[config.mk]
export PLATFORM = sky130hd
export DESIGN_NAME = axi4_video_pattern_gen
export DESIGN_NICKNAME = d
export VERILOG_FILES = /design/src/rtl/axi4_video_pattern_gen.sv
export SDC_FILE = /design/constraint.sdc
export NUM_CORES = 1
export LEC_CHECK = 0
export ABC_AREA = 0
export CAP_MARGIN = 20
export CORE_MARGIN = 2
export CORE_UTILIZATION = 59
export DETAILED_ROUTE_END_ITERATION = 6
export PLACE_DENSITY = 0.95
export SETUP_SLACK_MARGIN = 0.2
export SLEW_MARGIN = 15
export SYNTH_ARGS = -nofsm -noshare
export SYNTH_HDL_FRONTEND = slang
export SYNTH_SLANG_ARGS = --single-unit
[constraint.sdc]
create_clock -name clk_i -period 8.15 [get_ports clk_i]
set_clock_uncertainty 0.05 [all_clocks]
set_input_delay 0.815 -clock clk_i [delete_from_list [all_inputs] [get_ports clk_i]]
set_output_delay 0.815 -clock clk_i [all_outputs]
set_load 0.02 [all_outputs]
[src/rtl/axi4_video_pattern_gen.sv]
// Synthetic AXI4-Stream video source: X_RES x Y_RES frames with tuser = SOF, tlast = EOL.
// Four test patterns, selection latched only at the start of each frame.
module axi4_video_pattern_gen #(
  parameter int unsigned X_RES      = 1920,
  parameter int unsigned Y_RES      = 1080,
  parameter int unsigned PX_WIDTH   = 10,
  parameter int unsigned CHECK_LOG2 = 5
) (
  input  logic                  clk_i,
  input  logic                  rst_n_i,
  input  logic                  en_i,
  input  logic [1:0]            pattern_i,
  output logic [3*PX_WIDTH-1:0] tdata_o,
  output logic                  tvalid_o,
  input  logic                  tready_i,
  output logic                  tlast_o,
  output logic                  tuser_o,
  output logic [15:0]           frame_cnt_o,
  output logic                  busy_o
);

  localparam int unsigned XW   = $clog2(X_RES);
  localparam int unsigned YW   = $clog2(Y_RES);
  localparam int unsigned BarW = X_RES / 8;
  localparam int unsigned BcW  = (BarW > 1) ? $clog2(BarW) : 1;

  localparam logic [XW-1:0]       XLast  = XW'(X_RES - 1);
  localparam logic [YW-1:0]       YLast  = YW'(Y_RES - 1);
  localparam logic [BcW-1:0]      BcLast = BcW'(BarW - 1);
  localparam logic [PX_WIDTH-1:0] Full   = {PX_WIDTH{1'b1}};
  localparam logic [PX_WIDTH-1:0] Grey   = {1'b1, {(PX_WIDTH-1){1'b0}}};

  typedef enum logic [0:0] {StIdle, StActive} state_e;

  // Reset asserts asynchronously but releases on a clock edge.
  logic [1:0] rst_sync_q;
  logic       rst_n;

  always_ff @(posedge clk_i or negedge rst_n_i) begin
    if (!rst_n_i) begin
      rst_sync_q <= 2'b00;
    end else begin
      rst_sync_q <= {rst_sync_q[0], 1'b1};
    end
  end

  assign rst_n = rst_sync_q[1];

  state_e                  state_q, state_d;
  logic [XW-1:0]           x_q, x_d;
  logic [YW-1:0]           y_q, y_d;
  logic [2:0]              bar_q, bar_d;
  logic [BcW-1:0]          bcnt_q, bcnt_d;
  logic [1:0]              pat_q, pat_d;
  logic [15:0]             frame_cnt_q, frame_cnt_d;
  logic [3*PX_WIDTH-1:0]   tdata_q, tdata_d;
  logic                    tvalid_q, tvalid_d;
  logic                    tlast_q, tlast_d;
  logic                    tuser_q, tuser_d;
  logic [PX_WIDTH-1:0]     pix_r, pix_g, pix_b;

  logic xfer;
  logic last_beat;

  assign xfer      = tvalid_q & tready_i;
  assign last_beat = (x_q == XLast) && (y_q == YLast);

  // State register
  always_ff @(posedge clk_i or negedge rst_n) begin
    if (!rst_n) begin
      state_q <= StIdle;
    end else begin
      state_q <= state_d;
    end
  end

  // Next-state logic
  always_comb begin
    state_d = state_q;
    unique case (state_q)
      StIdle: begin
        if (en_i) state_d = StActive;
      end
      StActive: begin
        if (xfer && last_beat && !en_i) state_d = StIdle;
      end
      default: state_d = StIdle;
    endcase
  end

  // Output / datapath next values
  always_comb begin
    x_d         = x_q;
    y_d         = y_q;
    bar_d       = bar_q;
    bcnt_d      = bcnt_q;
    pat_d       = pat_q;
    frame_cnt_d = frame_cnt_q;

    unique case (state_q)
      StIdle: begin
        if (en_i) begin
          x_d    = '0;
          y_d    = '0;
          bar_d  = '0;
          bcnt_d = '0;
          pat_d  = pattern_i;
        end
      end
      StActive: begin
        if (xfer) begin
          if (x_q == XLast) begin
            x_d    = '0;
            bar_d  = '0;
            bcnt_d = '0;
            if (y_q == YLast) begin
              y_d         = '0;
              frame_cnt_d = frame_cnt_q + 16'd1;
              if (en_i) pat_d = pattern_i;
            end else begin
              y_d = y_q + 1'b1;
            end
          end else begin
            x_d = x_q + 1'b1;
            // In-bar counter; bar index saturates so remainder pixels stay black.
            if (bcnt_q == BcLast) begin
              bcnt_d = '0;
              if (bar_q != 3'd7) bar_d = bar_q + 3'd1;
            end else begin
              bcnt_d = bcnt_q + 1'b1;
            end
          end
        end
      end
      default: ;
    endcase

    tvalid_d = (state_d == StActive);
    tdata_d  = tvalid_d ? {pix_r, pix_g, pix_b} : '0;
    tlast_d  = tvalid_d && (x_d == XLast);
    tuser_d  = tvalid_d && (x_d == '0) && (y_d == '0);
  end

  // Pixel for the coordinate that will be presented next
  always_comb begin
    pix_r = '0;
    pix_g = '0;
    pix_b = '0;
    unique case (pat_d)
      2'd0: begin
        // Bar order white..black is the 3-bit RGB mask 111,110,011,010,101,100,001,000.
        pix_r = {PX_WIDTH{~bar_d[1]}};
        pix_g = {PX_WIDTH{~bar_d[2]}};
        pix_b = {PX_WIDTH{~bar_d[0]}};
      end
      2'd1: begin
        pix_r = PX_WIDTH'(x_d);
        pix_g = PX_WIDTH'(x_d);
        pix_b = PX_WIDTH'(x_d);
      end
      2'd2: begin
        if (1'(x_d >> CHECK_LOG2) ^ 1'(y_d >> CHECK_LOG2)) begin
          pix_r = Full;
          pix_g = Full;
          pix_b = Full;
        end
      end
      2'd3: begin
        pix_r = Grey;
        pix_g = Grey;
        pix_b = Grey;
      end
      default: ;
    endcase
  end

  always_ff @(posedge clk_i or negedge rst_n) begin
    if (!rst_n) begin
      x_q         <= '0;
      y_q         <= '0;
      bar_q       <= '0;
      bcnt_q      <= '0;
      pat_q       <= '0;
      frame_cnt_q <= '0;
      tdata_q     <= '0;
      tvalid_q    <= 1'b0;
      tlast_q     <= 1'b0;
      tuser_q     <= 1'b0;
    end else begin
      x_q         <= x_d;
      y_q         <= y_d;
      bar_q       <= bar_d;
      bcnt_q      <= bcnt_d;
      pat_q       <= pat_d;
      frame_cnt_q <= frame_cnt_d;
      tdata_q     <= tdata_d;
      tvalid_q    <= tvalid_d;
      tlast_q     <= tlast_d;
      tuser_q     <= tuser_d;
    end
  end

  assign tdata_o     = tdata_q;
  assign tvalid_o    = tvalid_q;
  assign tlast_o     = tlast_q;
  assign tuser_o     = tuser_q;
  assign frame_cnt_o = frame_cnt_q;
  assign busy_o      = (state_q == StActive);

endmodule

==> metrics.cfg, run 1 <==
[run_status]
status=finished, final reports clean

[grt]
antenna_found_initial=0
track_usage=0.286
grt_pass1_wl_mm=16.4
grt_pass1_vias=3270
grt_overflow=0
grt_max_degree=85

[sta]
fin_tns_setup_ns=0
fin_crit_sh=0.468
fmax_ghz=0.262
finalSetupViolCount=0
slew_violations=0
max_slew_margin=0.300
min_period_ns=3.81
worst_slew_pin_slew_ns=1.02
grt_setup_unrepaired=no
hold_viol=0
finalWorstSetupSlack_ns=4.34

[clock_network]
postCtsSetupBuffers=0
cts_hold_buf=0
htreeDepth=3
cts_tree=yes
clk_pin_slew_worst_paths_ns=0.09
cts_resized=0
cts_buffer_depth=2
cts_root_buffer=clkbuf_8
insertion_delay_ns=0.36
cts_sinks=86
numCtsBuffers=9

[logic_synthesis]
synthArstFlopShare=1.00
syn_area_per_cell_um2=10.5
syn_inst=384
yosysSeqAreaShare=0.536
synthesis.nets=395
yosysTopAreaCellShare=0.536
synth_area_leaders=dfrtp_1 (54%), nor2_1 (4.5%), nand2_1 (3.1%)
synth-edff-count=0
syn-cell-area_um2=4020
synth_top_area_cell=dfrtp_1
synth_seq_cells=86
yosysWarnings=0
synth_cell_types=62
ys.flop_type=dfrtp_1

[cells_and_area]
drive_above_1_share=0.101
area_growth_pct=21.1
stdcell_count=526
seqCellArea_um2=2160
multi_input_area_um2=1770
n_antenna_cell=0
nNetsFinal=452
nFillCells=421

[power]
p_leak_nw=2.07
total_power_mw=1.13
peakVddDrop_mv=0.208
power.density_nw_per_um2=233

[setup_path]
start_kind=input pin
crit_arrival_ns=4.04
crit_path_end_kind=register
worstSetupPathType=in2reg
worst-path-max-fanout=13
cp.required_ns=8.38

[route]
viasPerCell=6.48
drc_errors=0
ant_nets=0
dr_total_vias=3409
finalWirelength_mm=10.3
first_iter_violations=362
dr.pass1.iters=5
wire_per_inst_um=19.5

[flow_run]
cap_violations=0

[placed_design]
place_inst=509
preCtsSetupSlack_ns=4.09
place.gp.congestion=0.942
hpwl_mm=6.78
io_buffer_count=55

[floorplanning]
die_x_um=86.5
ios=56
core_area_um2=6680
start_util=0.601
core.rowCount=30
die_h_um=86.5
dieArea_um2=7480

[min_path]
min_path_type=reg2async

==> cells in the mapped netlist, types with 5 or more instances <==
master and number:
and3_1 7, inv_1 9, nand2b_1 5, nor3_1 11, o21ai_0 15, nand4_1 15, ha_1 5, mux2i_1 6
dfrtp_1 86, nor2_1 48, nand3_1 17, a21oi_2 8, nand2_1 33, nor4_1 6, a21oi_1 11, o211ai_1 6
xnor2_1 13
==> placed cells by master, fill, tap and decap left out, drive strengths merged, types with 4 or more instances in the layout <==
cell type      instances
dfrtp                 86
clkdlybuf4s50         55
nor2                  48
nand2                 33
a21oi                 19
nand3                 18
nand4                 17
o21ai                 16
xnor2                 13
inv                   13
nor3                  12
clkbuf                10
and3                   7
mux2i                  6
nor4                   6
o211ai                 6
nand2b                 5
ha                     5
o31ai                  5
and2                   4
and4                   4
or4                    4
a31oi                  4
==> registers in the layout, summed over array words and instances (netlist names) <==
signal and count:
y_q 11, tlast_o 1, x_q 11, rst_sync_q 2, frame_cnt_o 16, bar_q 3
tuser_o 1, tvalid_o 1, bcnt_q 8, pat_q 2, tdata_o 30
==> stage by stage <==
stage / hold slack (ns) / utilization / instance area [um2]
3_3_place_gp: 0.285 / 0.690 / 4610
2_1_floorplan: 0.281 / - / 4020
4_1_cts: 0.315 / 0.724 / 4840
6_report: 0.196 / 0.728 / 4860
5_1_grt: 0.226 / 0.728 / 4860
3_5_place_dp: 0.289 / 0.690 / 4610
==> worst max-delay path, cell delays in order <==
cell and delay (ns):
clkdlybuf4s50_1 0.73, nand3_2 0.22, or4_1 0.57, o211ai_1 0.17, and2_1 0.63, inv_2 0.19, a31oi_4 0.41, a21oi_2 0.09
nor2_1 0.19
==> cell type report <==
| class | count | area share |
|---|---|---|
| Clock buffer | 10 | 0.0262 |
| Sequential cell | 86 | 0.443 |
| Timing Repair Buffer | 56 | 0.119 |
| Clock inverter | 6 | 0.0196 |
| Tap cell | 80 | 0.0206 |
| Inverter | 11 | 0.00849 |
| Multi-Input combinational cell | 277 | 0.363 |
==> cells by family after synthesis <==
kind of cell / count (synthesis) / share of synthesized area
xor+xnor: 16 / 0.0349
buf+inv: 21 / 0.0243
flops: 86 / 0.536
fa+ha+maj: 5 / 0.0156
simple gates: 173 / 0.230
other cells: 1 / 0.000934
mux: 9 / 0.0234
compound gates: 73 / 0.135
==> report_power, final <==
part | internal, mW | switching, mW
clock network | 0.176 | 0.160
logic | 0.108 | 0.158
registers | 0.487 | 0.0427
total | 0.771 | 0.361
==> final timing paths <==
check,slack [ns],to,depth (start not counted),start
max in group asynchronous,7.25,tdata_o[19]$_DFF_PN0_,1,rst_sync_q[1]$_DFF_PN0_
min,0.20,frame_cnt_o[8]$_DFFE_PN0P_,0,rst_sync_q[1]$_DFF_PN0_
max reg2reg,4.67,tuser_o$_DFF_PN0_,7,tvalid_o$_DFF_PN0_
max,4.34,tdata_o[16]$_DFF_PN0_,9,tready_i
min reg2reg,0.20,frame_cnt_o[8]$_DFFE_PN0P_,0,rst_sync_q[1]$_DFF_PN0_
min in group clk_i,0.32,rst_sync_q[1]$_DFF_PN0_,0,rst_sync_q[0]$_DFF_PN0_
==> routing by layer <==
layer / GRT usage / wire, um / up-vias
li1: - / - / 1517
met5: 0 / 0 / -
met1: 0.365 / 3940 / 1668
met2: 0.474 / 5370 / 182
met4: 0.129 / 316 / 0
met3: 0.0590 / 642 / 42
No activity file was read; power rests on OpenSTA's default activity.
==> run 2: changes to the inputs <==
--- a/config.mk
+++ b/config.mk
@@ -8,9 +8,9 @@
 export ABC_AREA = 0
 export CAP_MARGIN = 20
 export CORE_MARGIN = 2
-export CORE_UTILIZATION = 59
+export CORE_UTILIZATION = 49
 export DETAILED_ROUTE_END_ITERATION = 6
-export PLACE_DENSITY = 0.95
+export PLACE_DENSITY = 0.87
 export SETUP_SLACK_MARGIN = 0.2
 export SLEW_MARGIN = 15
 export SYNTH_ARGS = -nofsm -noshare
==> constraint.sdc (replaced) <==
create_clock -name clk_i -period 3.3 [get_ports clk_i]
set_clock_uncertainty 0.05 [all_clocks]
set_input_delay 0.33 -clock clk_i [delete_from_list [all_inputs] [get_ports clk_i]]
set_output_delay 0.33 -clock clk_i [all_outputs]
set_load 0.02 [all_outputs]
==> run 2 against run 1 <==
Net effect: core utilization fell by 11 points; via count is 2.9% lower; first-iteration DRC count is 30% lower; flip-flop and latch count unchanged; critical path type is now reg2reg.
==> metrics.cfg, run 2 (synthesis gave the netlist of run 1 again) <==
[clock_network]
insertion_delay_ns=0.36  ; about the same
cts_root_buffer=clkbuf_8  ; unchanged
numCtsBuffers=9  ; unchanged
cts_sinks=86  ; unchanged
cts_buffer_depth=2  ; unchanged
htreeDepth=3  ; unchanged
clk_pin_slew_worst_paths_ns=0.09  ; about the same
cts_tree=yes  ; unchanged
cts_hold_buf=0  ; unchanged

[setup_path]
worst-path-max-fanout=8  ; was 13
critPathMaxStageDelay_ns=0.61  ; was 0.73 ns
worstSetupPathType=reg2reg  ; was in2reg
critPathSlowestCell=or4_1  ; was clkdlybuf4s50_1
crit_buf_inv=1  ; was 2
cp.depth=9  ; unchanged
crit_arrival_ns=3.13  ; was 4.04 ns
cp_top_family=simple AND/OR/NAND/NOR gates  ; unchanged
cp.required_ns=3.54  ; was 8.38 ns
rr_worst_depth=9  ; was 7
crit_path_end_kind=register  ; unchanged
start_kind=register  ; was input pin
cp_cell_sequence=ha_1, nand3_2, or4_1, o211ai_1, and2_1, inv_2, a31oi_4, a21oi_2, nor2_1  ; was clkdlybuf4s50_1, nand3_2, or4_1, o211ai_1, and2_1, inv_2, a31oi_4, a21oi_2, nor2_1

[sta]
finalSetupViolCount=0  ; unchanged
grt_setup_unrepaired=yes  ; was no
fin_crit_sh=0.874
slew_violations=0  ; unchanged
hold_viol=0  ; unchanged
min_period_ns=2.89
fmax_ghz=0.347
fin_tns_setup_ns=0  ; unchanged
worst_slew_pin_slew_ns=0.837  ; was 1.02 ns
max_slew_margin=0.438  ; was 0.300

[route]
wire_per_inst_um=17.2  ; was 19.5 um
viasPerCell=5.86  ; was 6.48
dr.pass1.iters=5  ; unchanged
finalWirelength_mm=9.71  ; was 10.3 mm
drc_errors=0  ; unchanged
ant_nets=0  ; unchanged
dr_total_vias=3311  ; was 3409
first_iter_violations=254  ; was 362

[cells_and_area]
final_cell_mix=dfrtp_1 (85), clkdlybuf4s50_1 (55), nor2_1 (48)  ; unchanged
layout_commonest_cell=dfrtp_1  ; unchanged
drive_above_1_share=0.133  ; was 0.101
nNetsFinal=466  ; was 452
fin_util=0.617  ; was 0.728
area_growth_pct=24.4  ; was 21.1%
n_antenna_cell=0  ; unchanged
largest_reg_flops=30  ; unchanged

[floorplanning]
core.rowCount=33  ; was 30
ios=56  ; unchanged
start_util=0.496  ; was 0.601
dieArea_um2=8930  ; was 7480 um2
core_area_um2=8090  ; was 6680 um2
die_h_um=94.5  ; was 86.5 um
die_x_um=94.5  ; was 86.5 um

[power]
total_power_mw=2.77  ; was 1.13 mW
peakVddDrop_mv=0.405  ; was 0.208 mV
p_leak_nw=2.14  ; was 2.07 nW
power.density_nw_per_um2=555  ; was 233 nW/um2

[grt]
antenna_found_initial=0  ; unchanged
grt_max_degree=85  ; unchanged
grt_pass1_vias=3299  ; was 3270
track_usage=0.234  ; was 0.286
grt_pass1_wl_mm=16.2  ; was 16.4 mm
grt_overflow=0  ; unchanged

[placed_design]
place.gp.congestion=0.894  ; was 0.942
io_buffer_count=55  ; unchanged
hpwl_mm=6.67  ; was 6.78 mm

[min_path]
min_path_type=in2async  ; was reg2async

[run_status]
status=finished, final reports clean  ; unchanged

[flow_run]
cap_violations=0  ; unchanged

## run 2: through the flow
step           hold slack, ns  area [um2]  cells  setup slack, ns
6_report               0.0595        4990    565            0.414
5_1_grt                0.0544        4990    565            0.206
4_1_cts                0.0558        4960    564            0.454
3_5_place_dp            0.296        4750    548            0.294
3_3_place_gp            0.288        4750    548            0.419
2_1_floorplan         -0.0156        4020    384            0.677
## run 2: final timing paths
kind	start	to	slack, ns
worst min-delay path	rst_n_i	rst_sync_q[1]$_DFF_PN0_	0.06
max in group asynchronous	rst_sync_q[1]$_DFF_PN0_	bcnt_q[6]$_DFFE_PN0P_	2.43
worst max-delay path	x_q[0]$_DFF_PN0_	tdata_o[10]$_DFF_PN0_	0.41
min in group clk_i	rst_sync_q[0]$_DFF_PN0_	rst_sync_q[1]$_DFF_PN0_	0.32
worst max register to register	x_q[0]$_DFF_PN0_	tdata_o[10]$_DFF_PN0_	0.41
worst min register to register	rst_sync_q[1]$_DFF_PN0_	frame_cnt_o[12]$_DFFE_PN0P_	0.17
## run 2: final cells by class
cell class	instances	area (um2)
fillers	658	3100
flip-flops and latches	86	2160
multi-input cells	277	1770
repair buffers	70	683
clock buffers	10	138
well taps	105	131
clock inverters	6	77.6
inverters	11	41.3
## run 2: worst reg2reg max path: stages, from the launching register on
cell,delay [ns]
dfrtp_1,0.41
ha_1,0.31
nand3_2,0.21
or4_1,0.61
o211ai_1,0.23
and2_1,0.28
inv_2,0.10
a31oi_4,0.36
a21oi_2,0.09
nor2_1,0.17
## run 2: repair_timing
item / CTS / global route
gates resized for setup: 0 / 1
endpoints found under the setup margin: 0 / 10
buffers inserted: 0 / 0
## run 2: routing by layer
metal  GRT usage  vias to the layer above  part of all wire
li1            -                     1539                 -
met1       0.303                     1632              0.43
met2       0.388                      113              0.50
met3      0.0423                       27             0.044
met4       0.101                        0             0.026
met5           0                        -                 0
## run 2: where the power goes
| group | internal [mW] | leakage [nW] | switching [mW] | total [mW] |
|---|---|---|---|---|
| Clock | 0.383 | 0.107 | 0.407 | 0.790 |
| Sequential | 1.20 | 1.08 | 0.104 | 1.31 |
| Combinational | 0.287 | 0.954 | 0.386 | 0.673 |
==> run 3: changes to the inputs <==
--- a/config.mk
+++ b/config.mk
@@ -5,11 +5,12 @@
 export SDC_FILE = /design/constraint.sdc
 export NUM_CORES = 1
 export LEC_CHECK = 0
-export ABC_AREA = 0
+export ABC_AREA = 1
 export CAP_MARGIN = 20
 export CORE_MARGIN = 2
-export CORE_UTILIZATION = 49
+export CORE_UTILIZATION = 50
 export DETAILED_ROUTE_END_ITERATION = 6
+export GPL_ROUTABILITY_DRIVEN = 0
 export PLACE_DENSITY = 0.87
 export SETUP_SLACK_MARGIN = 0.2
 export SLEW_MARGIN = 15
==> run 3 against run 2 <==
Net effect: area after synthesis up 8.6%; sequential share of layout area down 2.0 points; die area increased by 6.2%; highest routed layer unchanged; clock-buffer cell count unchanged; clock power is 10% lower; largest cell class unchanged; via count rose by 17%; routed wire length increased by 7.7%.
==> metrics.cfg, run 3 <==
[sta]
slew_violations=0  ; unchanged
finalWorstSetupSlack_ns=0.621  ; was 0.414 ns
fmax_ghz=0.373  ; was 0.347 GHz
fin_tns_setup_ns=0  ; unchanged
grt_setup_unrepaired=no  ; was yes
hold_viol=0  ; unchanged
worst_slew_pin_slew_ns=0.575  ; was 0.837 ns
fin_crit_sh=0.812  ; was 0.874
finalSetupViolCount=0  ; unchanged
max_slew_margin=0.617  ; was 0.438
min_period_ns=2.68  ; was 2.89 ns

[power]
power.density_nw_per_um2=617  ; was 555 nW/um2
p_leak_nw=2.67  ; was 2.14 nW
peakVddDrop_mv=0.287  ; was 0.405 mV

[clock_network]
cts_buffer_depth=2  ; unchanged
clk_pin_slew_worst_paths_ns=0.09  ; about the same
numCtsBuffers=9  ; unchanged
htreeDepth=3  ; unchanged
cts_resized=0  ; unchanged
cts_sinks=86  ; unchanged
postCtsSetupBuffers=0  ; unchanged
insertion_delay_ns=0.36  ; about the same
cts_root_buffer=clkbuf_8  ; unchanged
cts_tree=yes  ; unchanged
cts_hold_buf=0  ; unchanged

[floorplanning]
dieArea_um2=9490  ; was 8930 um2
core_area_um2=8590  ; was 8090 um2
die_h_um=97.4  ; was 94.5 um
die_x_um=97.4  ; was 94.5 um
core.rowCount=34  ; was 33
ios=56  ; unchanged
start_util=0.508  ; was 0.496

[setup_path]
worstSetupPathType=in2reg  ; was reg2reg
crit_path_end_kind=register  ; unchanged
rr_startpoint=y_q[0]$_DFF_PN0_  ; was x_q[0]$_DFF_PN0_
start_kind=input pin  ; was register
cp.required_ns=3.53  ; was 3.54 ns
worst-path-max-fanout=11  ; was 8
cp-startpoint=tready_i  ; was x_q[0]$_DFF_PN0_
crit_arrival_ns=2.91  ; was 3.13 ns

[logic_synthesis]
synth_seq_cells=86  ; unchanged
synthArstFlopShare=1.00  ; unchanged
syn-cell-area_um2=4360  ; was 4020 um2
yosysTopAreaCellShare=0.493  ; was 0.536
synthesis.nets=554  ; was 395
synth_area_leaders=dfrtp_1 (49%), nand2_1 (11%), nor2_1 (7.7%)  ; was dfrtp_1 (54%), nor2_1 (4.5%), nand2_1 (3.1%)
yosysSeqAreaShare=0.493  ; was 0.536
syn_inst=543  ; was 384
synth-edff-count=0  ; unchanged
ys.flop_type=dfrtp_1  ; unchanged
synth_top_area_cell=dfrtp_1  ; unchanged
synth.most_common_cell=nand2_1  ; was dfrtp_1
synth_cell_types=37  ; was 62
syn_area_per_cell_um2=8.03  ; was 10.5 um2
synth_common_cells=nand2_1 (130), nor2_1 (89), dfrtp_1 (86)  ; was dfrtp_1 (86), nor2_1 (48), nand2_1 (33)
yosysWarnings=0  ; unchanged

[grt]
grt_pass1_vias=3878  ; was 3299
grt_pass1_wl_mm=17.6  ; was 16.2 mm
antenna_found_initial=0  ; unchanged
grt_max_degree=85  ; unchanged
track_usage=0.228  ; was 0.234
grt_overflow=0  ; unchanged

[cells_and_area]
final_cell_mix=nand2_1 (130), nor2_1 (89), dfrtp_1 (85)  ; was dfrtp_1 (85), clkdlybuf4s50_1 (55), nor2_1 (48)
nNetsFinal=617  ; was 466
largest_reg_flops=30  ; unchanged
nFillCells=703  ; was 658
area_growth_pct=20.1  ; was 24.4%
n_antenna_cell=0  ; unchanged
drive_above_1_share=0.108  ; was 0.133
layout_commonest_cell=nand2_1  ; was dfrtp_1

[route]
wire_per_inst_um=14.5  ; was 17.2 um
dr.pass1.iters=5  ; unchanged
ant_nets=0  ; unchanged
finalWirelength_mm=10.5  ; was 9.71 mm
dr_total_vias=3872  ; was 3311
first_iter_violations=279  ; was 254
drc_errors=0  ; unchanged
viasPerCell=5.39  ; was 5.86

[placed_design]
io_buffer_count=55  ; unchanged
hpwl_mm=7.50  ; was 6.67 mm
preCtsSetupSlack_ns=0.382  ; was 0.294 ns

[flow_run]
cap_violations=0  ; unchanged

[min_path]
min_path_type=in2async  ; unchanged

[run_status]
status=finished, final reports clean  ; unchanged

==> run 3: cell count changes in the layout (fill, tap and decap cells not counted), moves of 7 or more <==
| cell | before | now |
|---|---|---|
| xor2_1 | 3 | 10 |
| nor2_1 | 48 | 89 |
| nand2_1 | 32 | 130 |
| nand3_1 | 17 | 50 |
| nand2_2 | 1 | 20 |
| buf_4 | 14 | 2 |
| a21oi_2 | 8 | 0 |
| nor2_2 | 0 | 12 |
| inv_1 | 9 | 61 |
==> run 3: path summary, 6_finish.rpt <==
kind	endpoint	slack (ns)	depth (start not counted)
max	tdata_o[4]$_DFF_PN0_	0.62	13
min	rst_sync_q[1]$_DFF_PN0_	0.06	1
max reg2reg	tdata_o[4]$_DFF_PN0_	0.64	15
min reg2reg	tdata_o[27]$_DFF_PN0_	0.29	0
max in group asynchronous	frame_cnt_o[7]$_DFFE_PN0P_	2.29	1
min in group clk_i	rst_sync_q[1]$_DFF_PN0_	0.31	0
==> run 3: cells by family (layout without fill, tap and decap cells) <==
kind of cell / after synthesis / in the layout / share of synthesized area
and+or+nand+nor: 331 / 331 / 0.352
DFF: 86 / 86 / 0.493
buffers and inverters: 73 / 141 / 0.0663
AOI/OAI and AO/OA: 30 / 30 / 0.0390
xor gates and xnor gates: 17 / 17 / 0.0341
adders and majority gates: 5 / 5 / 0.0143
other: 1 / 1 / 0.000860
==> run 3: cell type report <==
cell class	instances	area (um2)	share of cell area
Clock buffer	10	138	0.0263
Clock inverter	6	53.8	0.0103
Inverter	67	251	0.0480
Multi-Input combinational cell	384	1920	0.367
Sequential cell	86	2160	0.411
Tap cell	108	135	0.0258
Timing Repair Buffer	58	586	0.112
==> run 3: through the flow <==
step                      power [mW]  cells  hold slack, ns   util  cell area [um2]
after floorplan                 2.08    543         -0.0156      -             4360
after global placement          2.48    702           0.292  0.585             5030
after detailed placement        2.53    702           0.297  0.585             5030
after CTS                       3.24    718          0.0602  0.607             5220
after global routing            3.41    719          0.0593  0.610             5240
final                           3.23    719          0.0640  0.610             5240
==> run 3: power breakdown <==
group	leakage [nW]	switching, mW	internal [mW]
combinational	1.51	0.651	0.439
clock	0.0950	0.404	0.306
sequential	1.06	0.160	1.27
==> run 3: critical path, stage by stage <==
cell and delay (ns):
clkdlybuf4s50_1 0.50, nand2_1 0.35, inv_2 0.31, nand4_4 0.16, nand2_2 0.21, inv_2 0.10
nand2_1 0.09, nand2_2 0.10, nand3_1 0.10, nand2_1 0.15, nor2_8 0.27, nor2_2 0.08
nor2_1 0.14
==> run 3: per-layer routing <==
| metal | vias up | routed length (um) | GRT usage | part of all wire |
|---|---|---|---|---|
| li1 | 1832 | - | - | - |
| met1 | 1820 | 4210 | 0.275 | 0.40 |
| met2 | 180 | 5290 | 0.397 | 0.51 |
| met3 | 40 | 591 | 0.0374 | 0.057 |
| met4 | 0 | 366 | 0.110 | 0.035 |
| met5 | - | 0 | 0 | 0 |
